**src/rtl/sync_pulse_sched_pkg.sv**
```systemverilog
// Shared constants for the sync-pulse scheduler: register map, CTRL/STATUS bit
// positions and the 2-bit FSM state encoding.
package sync_pulse_sched_pkg;

    localparam logic [2:0] A_CTRL   = 3'd0;
    localparam logic [2:0] A_DELAY  = 3'd1;
    localparam logic [2:0] A_WIDTH  = 3'd2;
    localparam logic [2:0] A_PERIOD = 3'd3;
    localparam logic [2:0] A_COUNT  = 3'd4;
    localparam logic [2:0] A_STATUS = 3'd5;

    localparam int CTRL_START    = 0;
    localparam int CTRL_STOP     = 1;
    localparam int CTRL_CLR_DONE = 2;

    localparam int ST_BUSY    = 0;
    localparam int ST_DONE    = 1;
    localparam int ST_CNT_LSB = 8;

    typedef enum logic [1:0] {
        S_IDLE = 2'd0,
        S_DLY  = 2'd1,
        S_HI   = 2'd2,
        S_LO   = 2'd3
    } state_t;

endpackage

```
**src/rtl/sync_pulse_sched_us_down_counter.sv**
```systemverilog
// Microsecond down-counter: load wins over decrement, decrements on t1us and
// saturates at zero; zero flag is combinational from the count.
module us_down_counter #(
    parameter int CW = 16
) (
    input  logic          clk5mhz,
    input  logic          rst,
    input  logic          t1us,
    input  logic          load,
    input  logic [CW-1:0] load_val,
    output logic          zero
);

    logic [CW-1:0] cnt;

    always_ff @(posedge clk5mhz or posedge rst) begin
        if (rst) begin
            cnt <= '0;
        end else if (load) begin
            cnt <= load_val;
        end else if (t1us && (cnt != '0)) begin
            cnt <= cnt - 1'b1;
        end
    end

    assign zero = (cnt == '0);

endmodule

```
**src/rtl/sync_pulse_sched.sv**
```systemverilog
// Programmable sync-pulse scheduler: register file, read mux, IDLE/DLY/HI/LO FSM
// and registered sync output. STATUS layout assumes DW >= 16.
module sync_pulse_sched
    import sync_pulse_sched_pkg::*;
#(
    parameter int DW = 16,
    parameter int CW = 16
) (
    input  logic          clk5mhz,
    input  logic          rst,
    input  logic          t1us,
    input  logic [2:0]    adr,
    input  logic [DW-1:0] data,
    input  logic          wr,
    output logic [DW-1:0] rdata,
    output logic          sync_out,
    output logic          busy,
    output logic          done,
    output logic [1:0]    state_dbg
);

    // Host bus: wr is a single-clock strobe; adr/data are sampled on that clock only.
    state_t        state;
    state_t        next_state;
    logic [DW-1:0] delay_r;
    logic [DW-1:0] width_r;
    logic [DW-1:0] period_r;
    logic [DW-1:0] count_r;
    logic [CW-1:0] pulse_cnt;
    logic [CW-1:0] pulse_next;
    logic [CW-1:0] cnt_load_val;
    logic [DW-1:0] w_eff;
    logic [DW-1:0] l_eff;
    logic [DW-1:0] rd_mux;
    logic          cnt_zero;
    logic          cnt_load;
    logic          pulse_clr;
    logic          pulse_inc;
    logic          done_set;
    logic          ctrl_wr;
    logic          start_cmd;
    logic          stop_cmd;
    logic          clr_done_cmd;
    logic          last_pulse;

    assign ctrl_wr      = wr && (adr == A_CTRL);
    assign stop_cmd     = ctrl_wr && data[CTRL_STOP];
    assign start_cmd    = ctrl_wr && data[CTRL_START] && !data[CTRL_STOP];
    assign clr_done_cmd = ctrl_wr && data[CTRL_CLR_DONE];

    // Zero width/period are promoted so every interval lasts at least 1 us.
    assign w_eff      = (width_r == '0) ? DW'(1) : width_r;
    assign l_eff      = (period_r > w_eff) ? (period_r - w_eff) : DW'(1);
    assign pulse_next = pulse_cnt + 1'b1;
    assign last_pulse = (count_r != '0) && (pulse_next == CW'(count_r));

    always_ff @(posedge clk5mhz or posedge rst) begin
        if (rst) begin
            delay_r  <= '0;
            width_r  <= '0;
            period_r <= '0;
            count_r  <= '0;
        end else if (wr) begin
            case (adr)
                A_DELAY:  delay_r  <= data;
                A_WIDTH:  width_r  <= data;
                A_PERIOD: period_r <= data;
                A_COUNT:  count_r  <= data;
                default:  ;
            endcase
        end
    end

    us_down_counter #(
        .CW(CW)
    ) u_cnt (
        .clk5mhz  (clk5mhz),
        .rst      (rst),
        .t1us     (t1us),
        .load     (cnt_load),
        .load_val (cnt_load_val),
        .zero     (cnt_zero)
    );

    always_ff @(posedge clk5mhz or posedge rst) begin
        if (rst) begin
            state <= S_IDLE;
        end else begin
            state <= next_state;
        end
    end

    always_comb begin
        next_state = state;
        if (stop_cmd) begin
            next_state = S_IDLE;
        end else if (start_cmd) begin
            next_state = S_DLY;
        end else begin
            case (state)
                S_IDLE:  next_state = S_IDLE;
                S_DLY:   if (cnt_zero) next_state = S_HI;
                S_HI:    if (cnt_zero) next_state = last_pulse ? S_IDLE : S_LO;
                S_LO:    if (cnt_zero) next_state = S_HI;
                default: next_state = S_IDLE;
            endcase
        end
    end

    // Interval lengths are read from the registers only at load time, so host
    // writes during a run never disturb the interval in progress.
    always_comb begin
        cnt_load     = 1'b0;
        cnt_load_val = '0;
        pulse_clr    = 1'b0;
        pulse_inc    = 1'b0;
        done_set     = 1'b0;
        if (!stop_cmd) begin
            if (start_cmd) begin
                cnt_load     = 1'b1;
                cnt_load_val = CW'(delay_r);
                pulse_clr    = 1'b1;
            end else begin
                case (state)
                    S_DLY, S_LO: begin
                        if (cnt_zero) begin
                            cnt_load     = 1'b1;
                            cnt_load_val = CW'(w_eff);
                        end
                    end
                    S_HI: begin
                        if (cnt_zero) begin
                            pulse_inc = 1'b1;
                            if (last_pulse) begin
                                done_set = 1'b1;
                            end else begin
                                cnt_load     = 1'b1;
                                cnt_load_val = CW'(l_eff);
                            end
                        end
                    end
                    default: ;
                endcase
            end
        end
    end

    always_ff @(posedge clk5mhz or posedge rst) begin
        if (rst) begin
            pulse_cnt <= '0;
            done      <= 1'b0;
            sync_out  <= 1'b0;
        end else begin
            if (pulse_clr) begin
                pulse_cnt <= '0;
            end else if (pulse_inc) begin
                pulse_cnt <= pulse_next;
            end
            if (done_set) begin
                done <= 1'b1;
            end else if (start_cmd || clr_done_cmd) begin
                done <= 1'b0;
            end
            sync_out <= (next_state == S_HI);
        end
    end

    assign busy      = (state != S_IDLE);
    assign state_dbg = state;

    always_comb begin
        rd_mux = '0;
        case (adr)
            A_DELAY:  rd_mux = delay_r;
            A_WIDTH:  rd_mux = width_r;
            A_PERIOD: rd_mux = period_r;
            A_COUNT:  rd_mux = count_r;
            A_STATUS: begin
                rd_mux[ST_BUSY]                = busy;
                rd_mux[ST_DONE]                = done;
                rd_mux[ST_CNT_LSB+7:ST_CNT_LSB] = pulse_cnt[7:0];
            end
            default:  rd_mux = '0;
        endcase
    end

    always_ff @(posedge clk5mhz or posedge rst) begin
        if (rst) begin
            rdata <= '0;
        end else begin
            rdata <= rd_mux;
        end
    end

endmodule
```
**config.mk**
```make
export PLATFORM = sky130hd
export DESIGN_NAME = sync_pulse_sched
export DESIGN_NICKNAME = d
export VERILOG_FILES = /design/src/rtl/sync_pulse_sched_pkg.sv /design/src/rtl/sync_pulse_sched_us_down_counter.sv /design/src/rtl/sync_pulse_sched.sv
export SDC_FILE = /design/constraint.sdc
export NUM_CORES = 1
export LEC_CHECK = 0
export CAP_MARGIN = 25
export CORE_ASPECT_RATIO = 1.1
export CORE_MARGIN = 2
export CORE_UTILIZATION = 53
export CTS_CLUSTER_SIZE = 10
export DETAILED_ROUTE_END_ITERATION = 8
export PLACE_DENSITY = 0.81
export SYNTH_ARGS = -nofsm -noshare
export SYNTH_HDL_FRONTEND = slang
export SYNTH_SLANG_ARGS = --single-unit
```
**constraint.sdc**
```tcl
create_clock -name clk5mhz -period 5.2 [get_ports clk5mhz]
set_input_delay 0.52 -clock clk5mhz [delete_from_list [all_inputs] [get_ports clk5mhz]]
set_output_delay 0.52 -clock clk5mhz [all_outputs]
set_load 0.01 [all_outputs]
```
==> results.yml, run 1 <==
power:
  p_per_area_mw_per_mm2: 436.3
  p_leak_nw: 3.393
  total_power_mw: 3.596
  irDropWorstVdd_mv: 0.2817
worst_setup_path:
  r2r-start: "pulse_cnt[0]$_DFFE_PP0P_"
  worstSetupStartpoint: "pulse_cnt[0]$_DFFE_PP0P_"
  cp.arrival_ns: 4.28
  cpPeakStageDelay_ns: 0.70
  crit_family: "compound AO/OA/AOI/OAI gates"
  path_max_fanout: 25
  slowest_stage: "nor4_1"
  critical_path.endpoint_type: "flop"
  worst_ep_required_time_ns: 5.48
  worstSetupPathType: "reg -> reg"
  start_kind: "flop"
  cp_cell_sequence: "ha_1, nand4_1, nor4_1, xnor2_1, nor2_1, a2111o_1, o41a_1, o21ai_4, a31o_2, o21ai_0"
  cp_num_buf_inv: 0
floorplanning:
  start_util_pct: 53.85
  rows: 44
  die_h_um: 125.3
  die_x_um: 114.2
  coreArea_mm2: 0.01316
  die_area_mm2: 0.01431
  ios: 44
placed_design:
  place_congestion: 1.021
  numPortBuffers: 43
  dp_slack_ns: 1.277
  hpwl_mm: 16.33
clock_network:
  clk_path_buf_depth: 2
  postCtsSetupBuffers: 0
  root_buffer: "clkbuf_16"
  cts_resized: 0
  ctsHoldBuffers: 0
  clk_latency_ns: 0.43
  cts-buffers-inserted: 17
  path_clk_slew_ns: 0.06
  cts_tree: "built"
  cts_max_level: 4
  cts.sinks: 116
timing:
  tightest_slew_ns: 1.033
  fin_crit_ns: 4.007
  fin_ws_ns: 1.193
  finalHoldViolations: 0
  rsz0062_at_grt: "false"
  setup_viol: 0
  skew_ns: 0.007980
  slew_violations: 0
  setup_tns_ns: 0
  max_freq_mhz: 249.5
  max_slew_margin_pct: 30.90
  fin_crit_sh_pct: 77.06
final_layout:
  synthToLayoutAreaGrowth_pct: 16.30
  layout.nets: 830
  layout-drive-gt1-share_pct: 14.37
  antennaDiodeCount: 0
  fillers: 1082
  final_util_pct: 62.63
synthesis:
  netlist_instances: 754
  netlist_top_cells_count: "dfrtp_1 (116), nand2_1 (78), o21ai_0 (57)"
  yosys_register_bits: 116
  synth_edf_count: 0
  yosysMostFrequentCell: "dfrtp_1"
  synth-seq-area-share_pct: 40.97
  postSynthAreaPerCell_um2: 9.397
  synthTopCellsByArea: "dfrtp_1 (41%), mux2_2 (8.9%), nand2_1 (4.1%)"
  async_flop_share_pct: 100.0
  ys.flop_type: "dfrtp_1"
  ys_types: 68
  ys_warn_count: 0
  synth_top_area_share_pct: 40.97
  synth_area_mm2: 0.007086
  syn_nets: 796
  yosysTopAreaCell: "dfrtp_1"
worst_hold_path:
  min_path_type: "in -> async"
routing:
  drc_errors: 0
  drtPass1Iterations: 8
  drt_iter0_markers: 906
  post_drt_wl_per_cell_um: 23.09
  routed-via-count: 6525
  via_per_inst: 6.790
  wl_mm: 22.19
  final_antenna_net_count: 0
grt:
  groute.usage.overall_pct: 32.36
  grt-ovfl-total: 0
  grt_pass1_wl_mm: 35.07
  grt_max_degree: 49
  antenna_found_initial: 0
  grt_pass1_vias: 6218
job:
  drv_cap: 0
run_status:
  status: "completed"
## layer usage
| layer | GRT usage (%) | up-vias | wire length [um] |
|---|---|---|---|
| met2 | 52.87 | 411 | 10890 |
| met1 | 41.53 | 3190 | 8448 |
| met3 | 5.332 | 78 | 1818 |
| li1 | - | 2846 | - |
| met5 | 0 | - | 0 |
| met4 | 16.21 | 0 | 1033 |
## where the power goes
part	total, mW	switching, mW	internal [mW]
Combinational	1.08	0.595	0.484
Clock	1.19	0.418	0.777
Sequential	1.32	0.229	1.09
Total	3.60	1.24	2.35
## cell type report
| class | instances | area (um^2) | share of cell area (%) |
|---|---|---|---|
| clock buffers | 24 | 511.7 | 6.210 |
| clock inverters | 7 | 95.09 | 1.154 |
| inverters | 33 | 126.4 | 1.534 |
| multi-input cells | 567 | 3897 | 47.30 |
| flip-flops and latches | 116 | 2903 | 35.23 |
| well taps | 161 | 201.4 | 2.445 |
| repair buffers | 53 | 505.5 | 6.134 |
## through the flow
step	hold WS [ns]	instances	instance area [um^2]
after global routing	0.5609	961	8240
after global placement	0.5147	930	7634
final	0.5374	961	8240
after floorplan	0.4719	754	7086
after CTS	0.5354	961	8240
after detailed placement	0.5271	930	7634
## final timing paths
check                                           endpoint  slack [ns]  cells past startpoint
min in group clk5mhz              delay_r[7]$_DFFE_PP0P_        0.54                      1
worst max-delay path            u_cnt.cnt[0]$_DFFE_PP0P_        1.19                     10
worst min register to register    delay_r[7]$_DFFE_PP0P_        0.54                      1
worst min-delay path            pulse_cnt[1]$_DFFE_PP0P_        0.54                      2
max in group asynchronous        period_r[5]$_DFFE_PP0P_        3.72                      3
worst max register to register  u_cnt.cnt[0]$_DFFE_PP0P_        1.19                     10
## layout by cell type (no fill, tap or decap), types with 14 or more instances in the layout
| master | count |
|---|---|
| a21oi_1 | 24 |
| clkbuf_16 | 17 |
| xnor2_1 | 31 |
| nand2_1 | 78 |
| nand3_1 | 28 |
| nor3_1 | 15 |
| dfrtp_1 | 116 |
| o22ai_1 | 14 |
| mux2_2 | 56 |
| ha_1 | 18 |
| a22oi_1 | 20 |
| nor2_1 | 48 |
| o21ai_0 | 57 |
| clkdlybuf4s50_1 | 43 |
| o31ai_1 | 14 |
| inv_1 | 32 |
## flip-flops by register name (all words and copies together), names as in the netlist, 2 cells and up
name	count
period_r	16
rdata	16
pulse_cnt	16
state_dbg	2
u_cnt.cnt	16
count_r	16
width_r	16
delay_r	16
## cells by family (layout without fill, tap and decap cells)
group | count (synthesis) | in the layout | synth area share (%)
DFF | 116 | 116 | 40.97
adders and majority gates | 19 | 19 | 3.461
and+or+nand+nor | 238 | 238 | 16.85
buffers and inverters | 71 | 117 | 4.097
AOI/OAI and AO/OA | 199 | 199 | 18.74
muxes | 67 | 67 | 10.45
xor gates and xnor gates | 44 | 44 | 5.439
(Power assumes the default switching activity.)
==> run 2, diff against run 1 <==
- PLACE_DENSITY: 0.81 -> 0.84
- clock period: 5.2 -> 3.6 ns (I/O delays scaled with it)
==> run 2 against run 1 <==
Compared with the run above: sequential share of layout area decreased by 0.93 points; critical path depth rose by 3; power grew 44%; sequential cell count unchanged; utilization grew 1.7 points; final area grew 2.7%; clock skew hardly changed; clock power increased by 47%; highest routed layer unchanged.
==> results.yml, run 2 (synthesized netlist as in run 1, its figures left out) <==
worst_setup_path:
  start_kind: "flop"
  rrSetupSlack_ns: 0.18
  cp.arrival_ns: 3.72
  path_max_fanout: 5
  worstSetupPathType: "reg -> reg"
  r2r-start: "width_r[4]$_DFFE_PP0P_"
  critical_path.endpoint_type: "flop"
  reg2reg_depth: 13
  worstSetupStartpoint: "width_r[4]$_DFFE_PP0P_"
  crit_path_end: "u_cnt.cnt[2]$_DFFE_PP0P_"
  worst_ep_required_time_ns: 3.90
  rr_endpoint: "u_cnt.cnt[2]$_DFFE_PP0P_"
clock_network:
  clk_latency_ns: 0.43
  cts_tree: "built"
  cts.sinks: 116
  clk_path_buf_depth: 2
  postCtsSetupBuffers: 0
  root_buffer: "clkbuf_16"
  cts-buffers-inserted: 17
  cts_max_level: 4
  path_clk_slew_ns: 0.06
grt:
  groute.usage.overall_pct: 30.46
  grt-ovfl-total: 0
  grt_use_met2_pct: 48.28
  gr-usage-met1_pct: 40.08
  antenna_found_initial: 0
  grt_pass1_wl_mm: 33.42
  top_usage_layer: "met2"
  grt_max_degree: 61
  met3_usage_pct: 6.447
  grt_pass1_vias: 6202
floorplanning:
  die_h_um: 125.3
  start_util_pct: 53.85
  coreArea_mm2: 0.01316
  die_area_mm2: 0.01431
  die_x_um: 114.2
  rows: 44
  ios: 44
timing:
  tightest_slew_ns: 0.7289
  finalHoldViolations: 0
  fin_crit_ns: 3.423
  setup_tns_ns: 0
  fin_ws_ns: 0.1773
  slew_violations: 0
  fin_crit_sh_pct: 95.07
  setup_viol: 0
  max_freq_mhz: 292.2
  max_slew_margin_pct: 51.41
  skew_ns: 0.007482
  rsz0062_at_grt: "false"
power:
  p_leak_nw: 3.516
  irDropWorstVdd_mv: 0.5078
  p_per_area_mw_per_mm2: 613.5
worst_hold_path:
  min_path_type: "in -> async"
run_status:
  status: "completed"
routing:
  drt_iter0_markers: 718
  wl_mm: 20.93
  final_antenna_net_count: 0
  post_drt_wl_per_cell_um: 21.25
  drc_errors: 0
  routed-via-count: 6420
  drtPass1Iterations: 5
  via_per_inst: 6.518
final_layout:
  final_cells: 985
  layout-drive-gt1-share_pct: 17.48
  layout_common_cells: "dfrtp_1 (116), nand2_1 (78), o21ai_0 (57), mux2_2 (56), nor2_1 (47)"
  antennaDiodeCount: 0
  synthToLayoutAreaGrowth_pct: 19.44
  layout_commonest_cell: "dfrtp_1"
  layout.nets: 853
placed_design:
  hpwl_mm: 15.22
  numPortBuffers: 43
  place_congestion: 0.9955
  dp.cells: 953
  dp_slack_ns: 0.1507
job:
  drv_cap: 0
## run 2: worst min path at each step
stage,startpoint,end,slack [ns],depth (start not counted)
after floorplan,pulse_cnt[15]$_DFFE_PP0P_,pulse_cnt[15]$_DFFE_PP0P_,0.47,1
after global placement,pulse_cnt[15]$_DFFE_PP0P_,pulse_cnt[15]$_DFFE_PP0P_,0.50,1
after detailed placement,pulse_cnt[15]$_DFFE_PP0P_,pulse_cnt[15]$_DFFE_PP0P_,0.50,1
after CTS,rst,sync_out$_DFF_PP0_,0.44,2
after global routing,rst,rdata[0]$_DFF_PP0_,0.49,2
final,rst,rdata[3]$_DFF_PP0_,0.42,2
## run 2: area by class of cell
class	count	area [um^2]
clock inverter	14	177.7
clock buffer	18	439.2
fill	1063	4695
tap	161	201.4
sequential	116	2903
multi-input combinational	567	3925
inverter	33	126.4
timing repair buffer	76	690.7
## run 2: power by group
group	switching [mW]	internal, mW
combinational	0.832	0.719
clock	0.644	1.11
sequential	0.307	1.58
total	1.78	3.41
## run 2: what timing repair did
item	CTS	global route
endpoints found under the setup margin	0	11
hold buffers	0	0
gates resized for setup	0	5
## run 2: through the flow
stage / util (%) / power, mW / instance area, um^2 / hold slack [ns]
2_1_floorplan: - / 2.878 / 7086 / 0.4719
3_3_place_gp: 59.42 / 3.353 / 7819 / 0.4967
3_5_place_dp: 59.42 / 3.384 / 7819 / 0.4990
4_1_cts: 64.11 / 5.160 / 8436 / 0.4440
5_1_grt: 64.32 / 5.446 / 8463 / 0.4888
6_report: 64.32 / 5.192 / 8463 / 0.4175
## run 2: critical path, cell delays in order, from the launching register on
cell and delay [ns]:
dfrtp_1 0.41, nor4_1 0.40, a41o_1 0.26, ha_1 0.19
fa_1 0.22, nand2b_1 0.13, a21oi_1 0.11, a211oi_1 0.32
o21bai_1 0.17, a221o_1 0.35, o31ai_2 0.14, nor2_2 0.14
a221oi_1 0.33, o31ai_1 0.12
## run 2: metal layers
metal / routed length, um / up-vias
li1: - / 2890
met1: 8646 / 3137
met2: 9977 / 326
met3: 1530 / 67
met4: 775 / 0
met5: 0 / -
==> run 3, diff against run 2 <==
- CORE_UTILIZATION: 53 -> 48
- PLACE_DENSITY: 0.84 -> 0.78
==> run 3 against run 2 <==
Compared with the run above: clock-buffer cell count decreased by 1; worst setup slack lost 0.029 ns; final cell count grew 3.1%; critical path type unchanged; highest routed layer unchanged; critical path depth decreased by 2; first-iteration DRC count down 11%; non-clock buffer count is the same.
==> results.yml, run 3 (synthesized netlist as in run 1, its figures left out) <==
run_status:
  status: "completed"
floorplanning:
  rows: 46
  start_util_pct: 49.05
  die_area_mm2: 0.01575
  ios: 44
  die_x_um: 119.8
  die_h_um: 131.4
  coreArea_mm2: 0.01445
timing:
  skew_ns: 0.005678
  max_freq_mhz: 289.7
  fin_ws_ns: 0.1484
  setup_viol: 0
  fin_crit_ns: 3.452
  fin_crit_sh_pct: 95.88
  slew_violations: 0
  setup_tns_ns: 0
  rsz0062_at_grt: "false"
  max_slew_margin_pct: 46.08
  finalHoldViolations: 0
  tightest_slew_ns: 0.8088
worst_setup_path:
  r2r-start: "pulse_cnt[1]$_DFFE_PP0P_"
  start_kind: "flop"
  rrSetupSlack_ns: 0.15
  path_max_fanout: 25
  cpPeakStageDelay_ns: 0.55
  cp_cell_sequence: "ha_1, nand4_1, o22ai_2, o211ai_1, or4_1, a2111o_1, o41a_1, o21ai_4, buf_12, a31o_2, o21ai_0"
  worstSetupStartpoint: "pulse_cnt[1]$_DFFE_PP0P_"
  slowest_stage: "or4_1"
  cp.arrival_ns: 3.75
  worstSetupPathType: "reg -> reg"
  rr_endpoint: "u_cnt.cnt[0]$_DFFE_PP0P_"
  critical_path.endpoint_type: "flop"
  crit_path_end: "u_cnt.cnt[0]$_DFFE_PP0P_"
  reg2reg_depth: 11
  worst_ep_required_time_ns: 3.90
grt:
  antenna_found_initial: 0
  grt-ovfl-total: 0
  grt_max_degree: 63
  grt_pass1_wl_mm: 34.44
  groute.usage.overall_pct: 28.51
  grt_pass1_vias: 6269
routing:
  final_antenna_net_count: 0
  wl_mm: 21.54
  via_per_inst: 6.307
  routed-via-count: 6408
  drt_iter0_markers: 637
  drtPass1Iterations: 5
  post_drt_wl_per_cell_um: 21.20
  drc_errors: 0
final_layout:
  layout-drive-gt1-share_pct: 18.08
  final_util_pct: 59.17
  layout_common_cells: "dfrtp_1 (115), nand2_1 (78), o21ai_0 (57), mux2_2 (56), nor2_1 (46)"
  layout.nets: 853
  layout_commonest_cell: "dfrtp_1"
  synthToLayoutAreaGrowth_pct: 20.64
  final_cells: 1016
  antennaDiodeCount: 0
placed_design:
  dp.cells: 984
  dp_slack_ns: 0.1356
  place_congestion: 1.020
  numPortBuffers: 43
  hpwl_mm: 15.89
clock_network:
  ctsHoldBuffers: 0
  cts_tree: "built"
  root_buffer: "clkbuf_16"
  path_clk_slew_ns: 0.06
  cts_max_level: 4
  clk_latency_ns: 0.43
  cts.sinks: 116
  clk_path_buf_depth: 2
  cts-buffers-inserted: 17
power:
  irDropWorstVdd_mv: 0.3597
  p_leak_nw: 3.533
  p_per_area_mw_per_mm2: 617.9
  total_power_mw: 5.282
worst_hold_path:
  min_path_type: "in -> async"
job:
  drv_cap: 0
==> run 3: layout make-up <==
| cell class | count | area [um^2] |
|---|---|---|
| clock buffer | 17 | 425.4 |
| clock inverter | 15 | 205.2 |
| fill | 1237 | 5898 |
| inverter | 33 | 126.4 |
| multi-input combinational | 567 | 3956 |
| sequential | 116 | 2904 |
| tap | 192 | 240.2 |
| timing repair buffer | 76 | 690.7 |
==> run 3: worst min-delay path by stage <==
stage	cells after the start	end	slack, ns
after floorplan	1	pulse_cnt[15]$_DFFE_PP0P_	0.47
after global placement	1	delay_r[7]$_DFFE_PP0P_	0.52
after detailed placement	1	pulse_cnt[15]$_DFFE_PP0P_	0.51
after CTS	2	delay_r[2]$_DFFE_PP0P_	0.48
after global routing	2	delay_r[2]$_DFFE_PP0P_	0.51
final	2	count_r[6]$_DFFE_PP0P_	0.42
==> run 3: critical path, delay by kind of cell, from the launching register on <==
kind                       cells  cell delay (ns)
AOI/OAI and AO/OA              7             1.68
adders and majority gates      1             0.24
buffers and inverters          1             0.18
DFF                            1             0.43
and+or+nand+nor                2             0.77
==> run 3: what timing repair did <==
action,CTS,global route
buffers inserted,0,0
gates resized for setup,0,10
endpoints found under the hold margin,0,0
endpoints found under the setup margin,0,15
==> run 3: routing by layer <==
metal	global-route usage, %	routed length (um)	up-vias
met1	37.63	9046	3157
li1	-	-	2885
met2	44.70	10290	306
met5	0	0	-
met4	13.07	765	0
met3	6.293	1439	60
==> run 3: where the power goes <==
group | switching (mW) | total [mW] | internal (mW) | leakage [nW]
registers | 0.314 | 1.89 | 1.58 | 1.45
logic | 0.845 | 1.57 | 0.729 | 1.78
clock network | 0.653 | 1.81 | 1.16 | 0.300
total | 1.81 | 5.28 | 3.47 | 3.53
==> run 3: stage by stage <==
stage	hold WS, ns	area [um^2]
2_1_floorplan	0.4719	7086
3_3_place_gp	0.5184	7860
3_5_place_dp	0.5102	7860
4_1_cts	0.4755	8491
5_1_grt	0.5124	8548
6_report	0.4243	8548
